--- src/rtl/spi_pkg.sv ---
// Shared definitions for blocks that drive the 24-bit SPI transmitter.
// Holds the word width, the default watchdog limit and the arbiter FSM encoding.
package spi_pkg;

    localparam int SPI_DATA_W             = 24;
    localparam int DEFAULT_TIMEOUT_CYCLES = 4096;

    typedef enum logic [2:0] {
        IDLE  = 3'd0,
        GRANT = 3'd1,
        LOAD  = 3'd2,
        WAIT  = 3'd3,
        ACK   = 3'd4
    } arb_state_e;

endpackage

--- src/rtl/rr_arbiter.sv ---
// Combinational round-robin pick: the first set request above ptr, wrapping modulo N.
// any_req is low when no request is set; grant is then 0 and must be ignored.
module rr_arbiter #(
    parameter int N   = 4,
    parameter int IDW = $clog2(N)
) (
    input  logic [N-1:0]   req,
    input  logic [IDW-1:0] ptr,
    output logic [IDW-1:0] grant,
    output logic           any_req
);

    always_comb begin
        int idx;
        idx     = 0;
        grant   = '0;
        any_req = 1'b0;
        // ptr < N and i <= N, so a single subtraction is enough to wrap
        for (int i = 1; i <= N; i++) begin
            idx = int'(ptr) + i;
            if (idx >= N) idx = idx - N;
            if (!any_req && req[idx]) begin
                any_req = 1'b1;
                grant   = IDW'(idx);
            end
        end
    end

endmodule

--- src/rtl/spi_tx_arbiter.sv ---
// Round-robin sharing of one SPI transmitter between NUM_REQ requesters,
// with a resynchronised done_send handshake and a per-phase watchdog.
module spi_tx_arbiter
    import spi_pkg::*;
#(
    parameter int NUM_REQ        = 4,
    parameter int DATA_W         = SPI_DATA_W,
    parameter int TIMEOUT_CYCLES = DEFAULT_TIMEOUT_CYCLES,
    localparam int IDW           = $clog2(NUM_REQ)
) (
    input  logic                      clk,
    input  logic                      rst,
    input  logic [NUM_REQ-1:0]        req,
    input  logic [NUM_REQ*DATA_W-1:0] req_data,
    output logic [NUM_REQ-1:0]        ack,
    output logic [IDW-1:0]            grant_id,
    output logic                      busy,
    output logic [DATA_W-1:0]         spi_data_in,
    output logic                      spi_load_data,
    input  logic                      spi_done_send,
    output logic                      timeout_err,
    output arb_state_e                state_dbg
);

    localparam int WDW = (TIMEOUT_CYCLES > 2) ? $clog2(TIMEOUT_CYCLES) : 1;

    // Handshake: spi_load_data is held high until done_s falls (word accepted),
    // then the transfer is complete once done_s rises again (transmitter idle).
    arb_state_e     state, state_nxt;
    logic           sync1, done_s;
    logic [IDW-1:0] ptr;
    logic [IDW-1:0] pick;
    logic           any_req;
    logic [WDW-1:0] wd_cnt;
    logic           wd_expired;
    logic           abort;

    rr_arbiter #(.N(NUM_REQ), .IDW(IDW)) u_rr (
        .req     (req),
        .ptr     (ptr),
        .grant   (pick),
        .any_req (any_req)
    );

    assign wd_expired = (wd_cnt == WDW'(TIMEOUT_CYCLES - 1));

    always_comb begin
        state_nxt = state;
        abort     = 1'b0;
        case (state)
            IDLE:  if (|req && done_s) state_nxt = GRANT;
            GRANT: state_nxt = any_req ? LOAD : IDLE;
            LOAD: begin
                if (!done_s) begin
                    state_nxt = WAIT;
                end else if (wd_expired) begin
                    state_nxt = IDLE;
                    abort     = 1'b1;
                end
            end
            WAIT: begin
                if (done_s) begin
                    state_nxt = ACK;
                end else if (wd_expired) begin
                    state_nxt = IDLE;
                    abort     = 1'b1;
                end
            end
            ACK:     state_nxt = IDLE;
            default: state_nxt = IDLE;
        endcase
    end

    always_ff @(posedge clk) begin
        if (rst) begin
            state       <= IDLE;
            sync1       <= 1'b0;
            done_s      <= 1'b0;
            ptr         <= '0;
            grant_id    <= '0;
            spi_data_in <= '0;
            timeout_err <= 1'b0;
            wd_cnt      <= '0;
        end else begin
            state  <= state_nxt;
            sync1  <= spi_done_send;
            done_s <= sync1;

            // Counter restarts on every state change, so LOAD and WAIT each get a full budget
            if (state_nxt != state) begin
                wd_cnt <= '0;
            end else if (state == LOAD || state == WAIT) begin
                wd_cnt <= wd_cnt + WDW'(1);
            end

            if (state == GRANT && any_req) begin
                grant_id    <= pick;
                spi_data_in <= req_data[int'(pick)*DATA_W +: DATA_W];
            end

            if (state == ACK || abort) ptr <= grant_id;
            if (abort) timeout_err <= 1'b1;
        end
    end

    assign spi_load_data = (state == LOAD);
    assign busy          = (state == GRANT) || (state == LOAD) || (state == WAIT);
    assign ack           = (state == ACK) ? (NUM_REQ'(1) << grant_id) : '0;
    assign state_dbg     = state;

endmodule

--- config.mk ---
export PLATFORM = sky130hd
export DESIGN_NAME = spi_tx_arbiter
export DESIGN_NICKNAME = d
export VERILOG_FILES = /design/src/rtl/spi_pkg.sv /design/src/rtl/rr_arbiter.sv /design/src/rtl/spi_tx_arbiter.sv
export SDC_FILE = /design/constraint.sdc
export NUM_CORES = 1
export LEC_CHECK = 0
export ABC_CLOCK_PERIOD_IN_PS = 1790
export BUFFER_PORTS_ARGS = -buffer_cell sky130_fd_sc_hd__buf_2
export CORE_MARGIN = 2
export CORE_UTILIZATION = 42
export DETAILED_ROUTE_END_ITERATION = 7
export PLACE_DENSITY_LB_ADDON = 0.08
export SLEW_MARGIN = 30
export SYNTH_ARGS = -nofsm -noshare
export SYNTH_HDL_FRONTEND = slang
export SYNTH_SLANG_ARGS = --single-unit
--- constraint.sdc ---
create_clock -name clk -period 1.79 [get_ports clk]
set_input_delay 0.179 -clock clk [delete_from_list [all_inputs] [get_ports clk]]
set_output_delay 0.179 -clock clk [all_outputs]
set_load 0.05 [all_outputs]
==> out/results.tsv, run 1 <==
stage	metric	value	unit
clock_network	total setup buffers inserted after CTS	0	
worst_setup_path	CP cell instances	and2_1 > o32ai_4 > buf_6 > nor3_4 > buf_4 > a2111oi_1	
worst_setup_path	Critical Path End	spi_data_in[3]	
status	status	complete, no violations	
clock_network	H-tree Lvls	2	
worst_setup_path	reg-to-reg slack, setup	0.08	ns
global_routing	first-pass GRT wire length	12.6	mm
worst_setup_path	r2r endpoint	spi_data_in[3]	
timing	setup ws final	0.0811	ns
worst_setup_path	Worst Reg-to-Reg Cells	6	
detailed_routing	wire per inst	14.6	µm
worst_setup_path	CP Buf/Inv Count	2	
timing	Max Clk Rate	585	MHz
timing	Final Max Slew Viols	0	
power_and_ir_drop	Power Dens Cells	753	nW/µm²
synthesis	Post-synth EDFFs	0	
worst_setup_path	Setup crit start kind	register	
detailed_routing	vias per inst	5.30	
placed_design	HPWL Detailed	5.98	mm
die	die height	85.7	µm
global_routing	Total GRT Usage	20.9	%
detailed_routing	Residual DRC	0	
synthesis	commonest cells in the netlist	dfxtp_1, mux2i_1, nor2_1	
cells_and_area	share of layout cells above drive strength 1	45.0	%
worst_setup_path	Critical Path Slowest Stage Cell	dfxtp_4	
power_and_ir_drop	Switching Fraction	33.9	%
detailed_routing	Iteration-0 DRC Markers	119	
worst_setup_path	crit path DAT	1.89	ns
die	Die ar.	7350	µm²
synthesis	number of library cell types mapped by synthesis	46	
global_routing	largest net degree at the start of global routing	22	
synthesis	syn nets	417	
synthesis	Synth Area in Compound Gates	22.0	%
worst_setup_path	CP delay by family, top	compound AO/OA/AOI/OAI gates	
cells_and_area	n_diodes	0	
synthesis	mux share of post-synthesis cell area	13.2	%
synthesis	Seq/Total Area, Yosys	32.8	%
timing	Final Setup Violations	0	
global_routing	initial antenna violation count	0	
clock_network	Clock transition at path regs	0.09	ns
detailed_routing	DRT Pass-1 Iters	4	
synthesis	Synth Register Bits	46	
timing	final worst path period need	1.71	ns
synthesis	Mapped Cells	313	
die	Die Width	85.7	µm
die	I/O pin count	139	
clock_network	Num CTS Buffers	5	
detailed_routing	Final ANT Viol Nets	0	
cells_and_area	FILL cells	581	
clock_network	CTS Buffer Depth	2	
synthesis	Simple-Gate Fraction of Synth Area	20.6	%
synthesis	most frequent cell after synthesis	dfxtp_1	
power_and_ir_drop	sw power	1.03	mW
synthesis	ys flop type	dfxtp_1	
run	max cap viols	0	
min_path	worst hold path class	in2reg	
synthesis	Synth Area per Inst	8.96	µm²
cells_and_area	Nets	574	
cells_and_area	area grow syn2layout	43.2	%
synthesis	Yosys warnings	0	
timing	Setup TNS Final	0	ns
worst_setup_path	worst setup path startpoint	ptr[1]	
placed_design	PortBufs	138	
power_and_ir_drop	maximum VDD drop	0.385	mV
worst_setup_path	peak fanout along the critical path	7	
clock_network	Hold-fix buffers, CTS	0	
clock_network	clock root buffer	clkbuf_8	
synthesis	main combinational cell family by area after synthesis	compound AO/OA/AOI/OAI gates	
detailed_routing	Via Count	2904	
detailed_routing	drt total wl	8.02	mm
worst_setup_path	worst r2r src	ptr[1]	
worst_setup_path	Crit path depth	6	
synthesis	top-area cell type share of the netlist area	32.8	%
power_and_ir_drop	sequential share of power	38.1	%
timing	setup repair after global routing missed its margin	no	
synthesis	xor/xnor share of the synthesized area	3.75	%
synthesis	Yosys top cell by area	dfxtp_1	
clock_network	clock tree from TritonCTS	yes	
power_and_ir_drop	combinational group share of total power	31.8	%
power_and_ir_drop	Internal	2.00	mW
cells_and_area	final core occ	62.9	%
clock_network	Worst-Skew Late Latency	0.30	ns
timing	max_slew headroom	68.4	%
worst_setup_path	critical path endpoint category	register	
timing	Hold Vio Cnt, Final	0	
placed_design	RD Place Congestion	0.801	
worst_setup_path	critical path type	reg2reg	
die	Initial Utilization	43.9	%
timing	Tcrit/Tclk final	95.5	%
die	num rows	29	
global_routing	GRT Residual Overflow	0	
power_and_ir_drop	leakage	1.85	nW
timing	Worst-Margin Slew	0.470	ns
synthesis	mapped cell area	2800	µm²
worst_setup_path	Max stage delay on crit path	0.38	ns
global_routing	number of global-route vias before repair	2692	
synthesis	adder-cell share of the synthesized area	0.446	%
worst_setup_path	Worst Path Required	1.98	ns
synthesis	largest cells by area after synthesis	dfxtp_1, mux2i_1, a211oi_1	
die	total core area	6390	µm²
clock_network	CTS Sinks	46	
synthesis	Post-synth ARST share	0	%
timing	Worst Skew	0.00632	ns
placed_design	DP Worst Slack	-0.222	ns
power_and_ir_drop	Clock Power Share	30.2	%
cell usage in the layout, fill, tap and decap left out, types with 6 or more instances in the layout:
master / Yosys / layout
dfxtp_1: 46 / 42
nor3_1: 16 / 15
o221ai_1: 9 / 9
nand2_1: 11 / 10
xnor2_1: 6 / 6
nand2b_1: 7 / 6
xor2_1: 6 / 6
buf_2: 4 / 138
mux2i_1: 37 / 36
buf_4: 1 / 30
clkbuf_8: 0 / 6
nand3b_1: 9 / 9
a2111oi_2: 9 / 11
inv_1: 17 / 17
nor2_1: 35 / 35
a211oi_1: 31 / 31
per-layer routing:
layer  vias to the layer above  wire (µm)  GRT usage [%]
li1                       1473          -              -
met4                         0         74           4.04
met3                         8        442           3.75
met5                         -          0              0
met1                      1322       3580           26.7
met2                       101       3930           36.9
final cells by class:
type	instances	area [µm²]	area share, %
sequential	46	936	23.3
inverter	17	63.8	1.59
timing repair buffer	174	1020	25.5
clock inverter	1	30.0	0.748
tap	77	96.3	2.40
clock buffer	7	108	2.68
multi-input combinational	226	1760	43.8
state kept, by name (all words and copies together) (netlist names):
signal and count:
spi_data_in 24, wd_cnt 12, state_dbg 3, grant_id 2
ptr 2, done_s 1, sync1 1, timeout_err 1
power by group through the flow:
stage / registers (mW) / logic (mW) / clock network, mW
after floorplan: 1.38 / 0.427 / 0
after global placement: 1.17 / 0.912 / 0
after detailed placement: 1.17 / 0.924 / 0
after CTS: 1.15 / 0.936 / 0.926
after global routing: 1.16 / 1.03 / 0.964
final: 1.15 / 0.961 / 0.912
worst min path at each step:
stage / startpoint / endpoint / slack [ns] / cells after the start
floorplan: spi_done_send / sync1 / 0.31 / 1
global route: spi_done_send / sync1 / 0.10 / 2
detailed placement: spi_done_send / sync1 / 0.41 / 2
finish: spi_done_send / sync1 / 0.1 / 2
global placement: spi_done_send / sync1 / 0.40 / 2
CTS: spi_done_send / sync1 / 0.09 / 2
metrics by stage:
stage	hold WS (ns)	total power, mW	instances	instance area [µm²]
after CTS	0.0913	3.01	547	3940
after floorplan	0.307	1.80	313	2850
after global routing	0.104	3.16	548	4010
after detailed placement	0.407	2.10	539	3780
final	0.0956	3.02	548	4010
after global placement	0.398	2.09	539	3780
kinds of logic after synthesis:
group	Yosys count
mux	37
fa+ha+maj	1
xor+xnor	12
simple gates	106
compound gates	70
flops	46
buf+inv	41
repair_timing:
| action | in CTS | in global routing |
|---|---|---|
| resized for setup | 7 | 8 |
| cloned | 0 | 1 |
| endpoints found under the setup margin | 36 | 20 |
| pin swaps | 0 | 3 |
Note: power is estimated with default switching activity, not from simulation.
==> inputs of run 2 (changes only) <==
--- a/config.mk
+++ b/config.mk
@@ -5,10 +5,10 @@
 export SDC_FILE = /design/constraint.sdc
 export NUM_CORES = 1
 export LEC_CHECK = 0
-export ABC_CLOCK_PERIOD_IN_PS = 1790
+export ABC_CLOCK_PERIOD_IN_PS = 1900
 export BUFFER_PORTS_ARGS = -buffer_cell sky130_fd_sc_hd__buf_2
 export CORE_MARGIN = 2
-export CORE_UTILIZATION = 42
+export CORE_UTILIZATION = 30
 export DETAILED_ROUTE_END_ITERATION = 7
 export PLACE_DENSITY_LB_ADDON = 0.08
 export SLEW_MARGIN = 30
==> constraint.sdc (replaced) <==
create_clock -name clk -period 1.9 [get_ports clk]
set_input_delay 0.19 -clock clk [delete_from_list [all_inputs] [get_ports clk]]
set_output_delay 0.19 -clock clk [all_outputs]
set_load 0.05 [all_outputs]
==> run 2 against run 1 <==
Compared with the run above: design area is 1.2% lower; first-iteration DRC count fell by 50%; total power is 13% lower; non-clock buffer count is 3 lower; highest routed layer unchanged; sequential power shrank 7%; final cell count rose by 5.7%; largest cell class unchanged.
==> out/results.tsv, run 2 (same netlist as run 1, synthesis figures left out) <==
stage	metric	value	unit
status	status	complete, no violations	
timing	setup repair after global routing missed its margin	no	
cells_and_area	n_diodes	0	
timing	Max Clk Rate	544	MHz
power_and_ir_drop	Final Power	2.63	mW
worst_setup_path	peak fanout along the critical path	16	
global_routing	number of global-route vias before repair	2696	
placed_design	DP Worst Slack	-0.243	ns
worst_setup_path	Max stage delay on crit path	0.42	ns
clock_network	Clock transition at path regs	0.09	ns
detailed_routing	drt total wl	8.56	mm
detailed_routing	vias per inst	5.01	
cells_and_area	share of layout cells above drive strength 1	44.0	%
worst_setup_path	most used cell, CP	mux2i_1	
detailed_routing	wire per inst	14.8	µm
detailed_routing	Final ANT Viol Nets	0	
global_routing	initial antenna violation count	0	
min_path	hold depth	2	
cells_and_area	FILL cells	924	
worst_setup_path	Setup crit start kind	register	
cells_and_area	commonest non-fill, non-tap cells in the layout	buf_2, dfxtp_1, mux2i_1, nor2_1, a211oi_1	
worst_setup_path	critical path endpoint category	register	
worst_setup_path	Critical Path Slowest Stage Cell	a2111oi_1	
die	die height	101	µm
die	Die Width	101	µm
min_path	worst hold path class	in2reg	
power_and_ir_drop	Switching Fraction	36.4	%
clock_network	clock tree from TritonCTS	yes	
power_and_ir_drop	maximum VDD drop	0.282	mV
cells_and_area	Largest Register	spi_data_in	
placed_design	RD Place Congestion	0.821	
clock_network	clock root buffer	clkbuf_8	
worst_setup_path	crit path DAT	2.01	ns
die	I/O pin count	139	
worst_setup_path	CP cell instances	mux2i_1 > o22ai_2 > a21o_1 > buf_12 > mux2i_1 > a2111oi_1	
min_path	min-delay src	spi_done_send	
power_and_ir_drop	sequential share of power	40.6	%
detailed_routing	Residual DRC	0	
power_and_ir_drop	leakage	1.82	nW
die	total core area	9150	µm²
run	max cap viols	0	
power_and_ir_drop	Clock Power Share	24.1	%
power_and_ir_drop	combinational group share of total power	35.2	%
timing	Hold Vio Cnt, Final	0	
worst_setup_path	critical path type	reg2reg	
clock_network	CTS Buffer Depth	2	
die	num rows	35	
min_path	Hold Path End	sync1	
worst_setup_path	Worst Reg-to-Reg Cells	6	
timing	Worst Skew	0.00504	ns
cells_and_area	most common cell after layout, fill and taps aside	buf_2	
clock_network	Num CTS Buffers	5	
clock_network	Hold-fix buffers, CTS	0	
global_routing	first-pass GRT wire length	13.2	mm
clock_network	H-tree Lvls	2	
die	Die ar.	10100	µm²
timing	Worst-Margin Slew	0.417	ns
timing	setup ws final	0.0625	ns
power_and_ir_drop	Power Dens Cells	662	nW/µm²
power_and_ir_drop	Internal	1.67	mW
worst_setup_path	r2r endpoint	spi_data_in[4]	
detailed_routing	Via Count	2901	
global_routing	largest net degree at the start of global routing	20	
global_routing	GRT Residual Overflow	0	
clock_network	CTS Sinks	46	
cells_and_area	Nets	571	
timing	max_slew headroom	72.0	%
timing	Final Max Slew Viols	0	
cells_and_area	final core occ	43.3	%
worst_setup_path	Worst Path Required	2.07	ns
detailed_routing	DRT Pass-1 Iters	4	
worst_setup_path	reg-to-reg slack, setup	0.06	ns
placed_design	PortBufs	138	
cells_and_area	area grow syn2layout	41.5	%
power_and_ir_drop	sw power	956	µW
timing	Final Setup Violations	0	
placed_design	HPWL Detailed	6.48	mm
timing	hold slack	0.101	ns
worst_setup_path	worst setup path startpoint	ptr[1]	
cells_and_area	number of flip-flops in the largest register	24	
detailed_routing	Iteration-0 DRC Markers	60	
worst_setup_path	worst r2r src	ptr[1]	
timing	Tcrit/Tclk final	96.7	%
global_routing	Total GRT Usage	16.2	%
timing	final worst path period need	1.84	ns
die	Initial Utilization	30.6	%
clock_network	Worst-Skew Late Latency	0.30	ns
==> run 2: how the worst max path moves through the flow <==
stage                      endpoint  cells past startpoint
floorplan           spi_data_in[10]                      6
global placement     spi_data_in[1]                      5
detailed placement   spi_data_in[1]                      5
CTS                  spi_data_in[1]                      6
global route         spi_data_in[4]                      6
finish               spi_data_in[4]                      6
==> run 2: metrics by stage <==
step / setup TNS, ns / instances / area (µm²)
after floorplan: 0 / 313 / 2820
after global placement: -2.75 / 570 / 3800
after detailed placement: -2.51 / 570 / 3810
after CTS: 0 / 579 / 3920
after global routing: 0 / 579 / 3970
final: 0 / 579 / 3970
==> run 2: power groups by stage <==
stage | Combinational [mW] | Sequential [mW] | Clock (mW)
after floorplan | 0.396 | 1.30 | 0
after global routing | 1.00 | 1.08 | 0.695
after global placement | 0.900 | 1.09 | 0
final | 0.926 | 1.07 | 0.634
after CTS | 0.915 | 1.07 | 0.657
after detailed placement | 0.907 | 1.09 | 0
==> run 2: timing repair <==
| item | CTS | global route |
|---|---|---|
| gates resized for setup | 2 | 9 |
| setup endpoints to repair | 25 | 26 |
| setup buffers | 1 | 0 |
| pin swaps | 1 | 0 |
==> run 2: routing by layer <==
layer	track usage (%)	part of all wire (%)	vias up
met2	27.8	49	86
met5	0	0	-
met4	4.21	0.86	0
li1	-	-	1473
met1	20.7	45	1335
met3	3.05	5.3	7
==> run 2: layout make-up <==
type | count | area, µm² | share of cell area, %
multi-input combinational | 226 | 1740 | 43.9
timing repair buffer | 171 | 1000 | 25.2
sequential | 46 | 931 | 23.5
tap | 111 | 139 | 3.50
clock buffer | 7 | 86.3 | 2.18
inverter | 17 | 63.8 | 1.61
clock inverter | 1 | 5.00 | 0.126
==> run 2: worst max-delay path: cells and delay by family, from the launching register on <==
kind / cells / cell delay (ns)
buffers and inverters: 1 / 0.19
DFF: 1 / 0.39
AOI/OAI and AO/OA: 3 / 0.77
muxes: 2 / 0.37
==> inputs of run 3 (changes only) <==
==> constraint.sdc (replaced) <==
create_clock -name clk -period 1.9 [get_ports clk]
set_input_delay 0.285 -clock clk [delete_from_list [all_inputs] [get_ports clk]]
set_output_delay 0.285 -clock clk [all_outputs]
set_load 0.05 [all_outputs]
==> run 3 against run 2 <==
Compared with the run above: setup slack improved by 0.062 ns; routed wire length decreased by 0.96%; critical path depth unchanged; critical endpoint is now spi_data_in[2]; largest cell class unchanged.
==> out/results.tsv, run 3 (same netlist as run 1, synthesis figures left out) <==
stage	metric	value	unit
cells_and_area	share of layout cells above drive strength 1	44.3	%
cells_and_area	Largest Register	spi_data_in	
timing	hold slack	0.207	ns
timing	Tcrit/Tclk final	93.4	%
clock_network	Worst-Skew Late Latency	0.30	ns
worst_setup_path	Worst Path Required	2.08	ns
detailed_routing	Via Count	2863	
timing	Final Max Slew Viols	0	
clock_network	H-tree Lvls	2	
power_and_ir_drop	Final Power	2.67	mW
detailed_routing	Iteration-0 DRC Markers	61	
detailed_routing	Final ANT Viol Nets	0	
global_routing	first-pass GRT wire length	13.0	mm
detailed_routing	top sig layer	met4	
die	Initial Utilization	30.6	%
placed_design	RD Place Congestion	0.822	
placed_design	DP Area	3850	µm²
placed_design	PortBufs	138	
power_and_ir_drop	Power Dens Cells	673	nW/µm²
min_path	worst hold path class	in2reg	
placed_design	DP Worst Slack	-0.0712	ns
clock_network	total setup buffers inserted after CTS	0	
cells_and_area	area grow syn2layout	41.5	%
power_and_ir_drop	leakage	1.81	nW
cells_and_area	most common cell after layout, fill and taps aside	buf_2	
die	Die ar.	10100	µm²
detailed_routing	DRT Pass-1 Iters	4	
clock_network	clock root buffer	clkbuf_8	
cells_and_area	Post-Layout Cell Count	581	
timing	Final Setup Violations	0	
die	Die Width	101	µm
timing	Setup TNS Final	0	ns
clock_network	Num CTS Buffers	5	
detailed_routing	vias per inst	4.93	
placed_design	post-placement cell count	573	
timing	setup ws final	0.125	ns
timing	final worst path period need	1.78	ns
worst_setup_path	worst r2r src	ptr[1]	
cells_and_area	commonest non-fill, non-tap cells in the layout	buf_2, dfxtp_1, mux2i_1, nor2_1, a211oi_1	
detailed_routing	met2 routed WL	4.17	mm
global_routing	Total GRT Usage	16.0	%
timing	max_slew headroom	57.7	%
placed_design	HPWL Detailed	6.43	mm
die	die height	101	µm
timing	Hold Vio Cnt, Final	0	
detailed_routing	M1 WL	3.80	mm
worst_setup_path	crit path DAT	1.96	ns
detailed_routing	drt total wl	8.48	mm
worst_setup_path	critical path type	reg2reg	
global_routing	largest net degree at the start of global routing	28	
run	max cap viols	0	
clock_network	Hold-fix buffers, CTS	0	
timing	Worst-Margin Slew	0.633	ns
status	status	complete, no violations	
min_path	min-delay src	spi_done_send	
cells_and_area	Nets	573	
clock_network	Clock transition at path regs	0.09	ns
timing	Max Clk Rate	563	MHz
detailed_routing	Residual DRC	0	
timing	Worst Skew	0.00941	ns
worst_setup_path	critical path endpoint category	register	
global_routing	initial antenna violation count	0	
global_routing	GRT Residual Overflow	0	
detailed_routing	routed wl met3	448	µm
clock_network	CTS Buffer Depth	2	
cells_and_area	n_diodes	0	
global_routing	number of global-route vias before repair	2677	
cells_and_area	final core occ	43.3	%
worst_setup_path	peak fanout along the critical path	27	
die	total core area	9150	µm²
power_and_ir_drop	maximum VDD drop	0.282	mV
cells_and_area	Design Area, Final	3970	µm²
worst_setup_path	worst setup path startpoint	ptr[1]	
clock_network	clock tree from TritonCTS	yes	
timing	setup repair after global routing missed its margin	no	
clock_network	CTS Sinks	46	
detailed_routing	wire per inst	14.6	µm
worst_setup_path	Setup crit start kind	register	
die	I/O pin count	139	
cells_and_area	number of flip-flops in the largest register	24	
die	num rows	35	
## run 3: changes by cell type in the layout (fill, tap and decap cells not counted), sizes merged
cell	delta
clkinvlp	+2
buf	+2
clkinv	-1
clkbuf	-1
## run 3: what timing repair did
item | CTS | global route
gates resized for setup | 1 | 4
endpoints found under the hold margin | 0 | 0
endpoints found under the setup margin | 1 | 16
## run 3: report_power, final
part | switching [mW] | total (mW) | internal [mW]
clock network | 0.360 | 0.699 | 0.339
logic | 0.554 | 0.887 | 0.333
registers | 0.0511 | 1.08 | 1.03
## run 3: worst paths after layout
check / cells after the start / slack, ns / endpoint
worst max-delay path: 6 / 0.12 / spi_data_in[2]
worst min-delay path: 2 / 0.21 / sync1
worst max register to register: 6 / 0.12 / spi_data_in[2]
worst min register to register: 1 / 0.44 / done_s
## run 3: cell type report
class / count / area [µm²]
Fill cell: 913 / 5190
Multi-Input combinational cell: 226 / 1710
Timing Repair Buffer: 173 / 1020
Sequential cell: 46 / 928
Tap cell: 111 / 139
Clock buffer: 6 / 93.8
Inverter: 17 / 63.8
Clock inverter: 2 / 15.0
## run 3: worst max-delay path: stages (launching register included)
cell and delay (ns):
dfxtp_2 0.40, mux2i_1 0.23, o22ai_2 0.11, a21o_1 0.20, buf_12 0.18, mux2i_1 0.14, a2111oi_1 0.39
## run 3: per-layer routing
layer / track usage [%] / vias to the layer above
li1: - / 1469
met1: 20.1 / 1312
met2: 28.3 / 78
met3: 3.12 / 4
met4: 3.48 / 0
met5: 0 / -
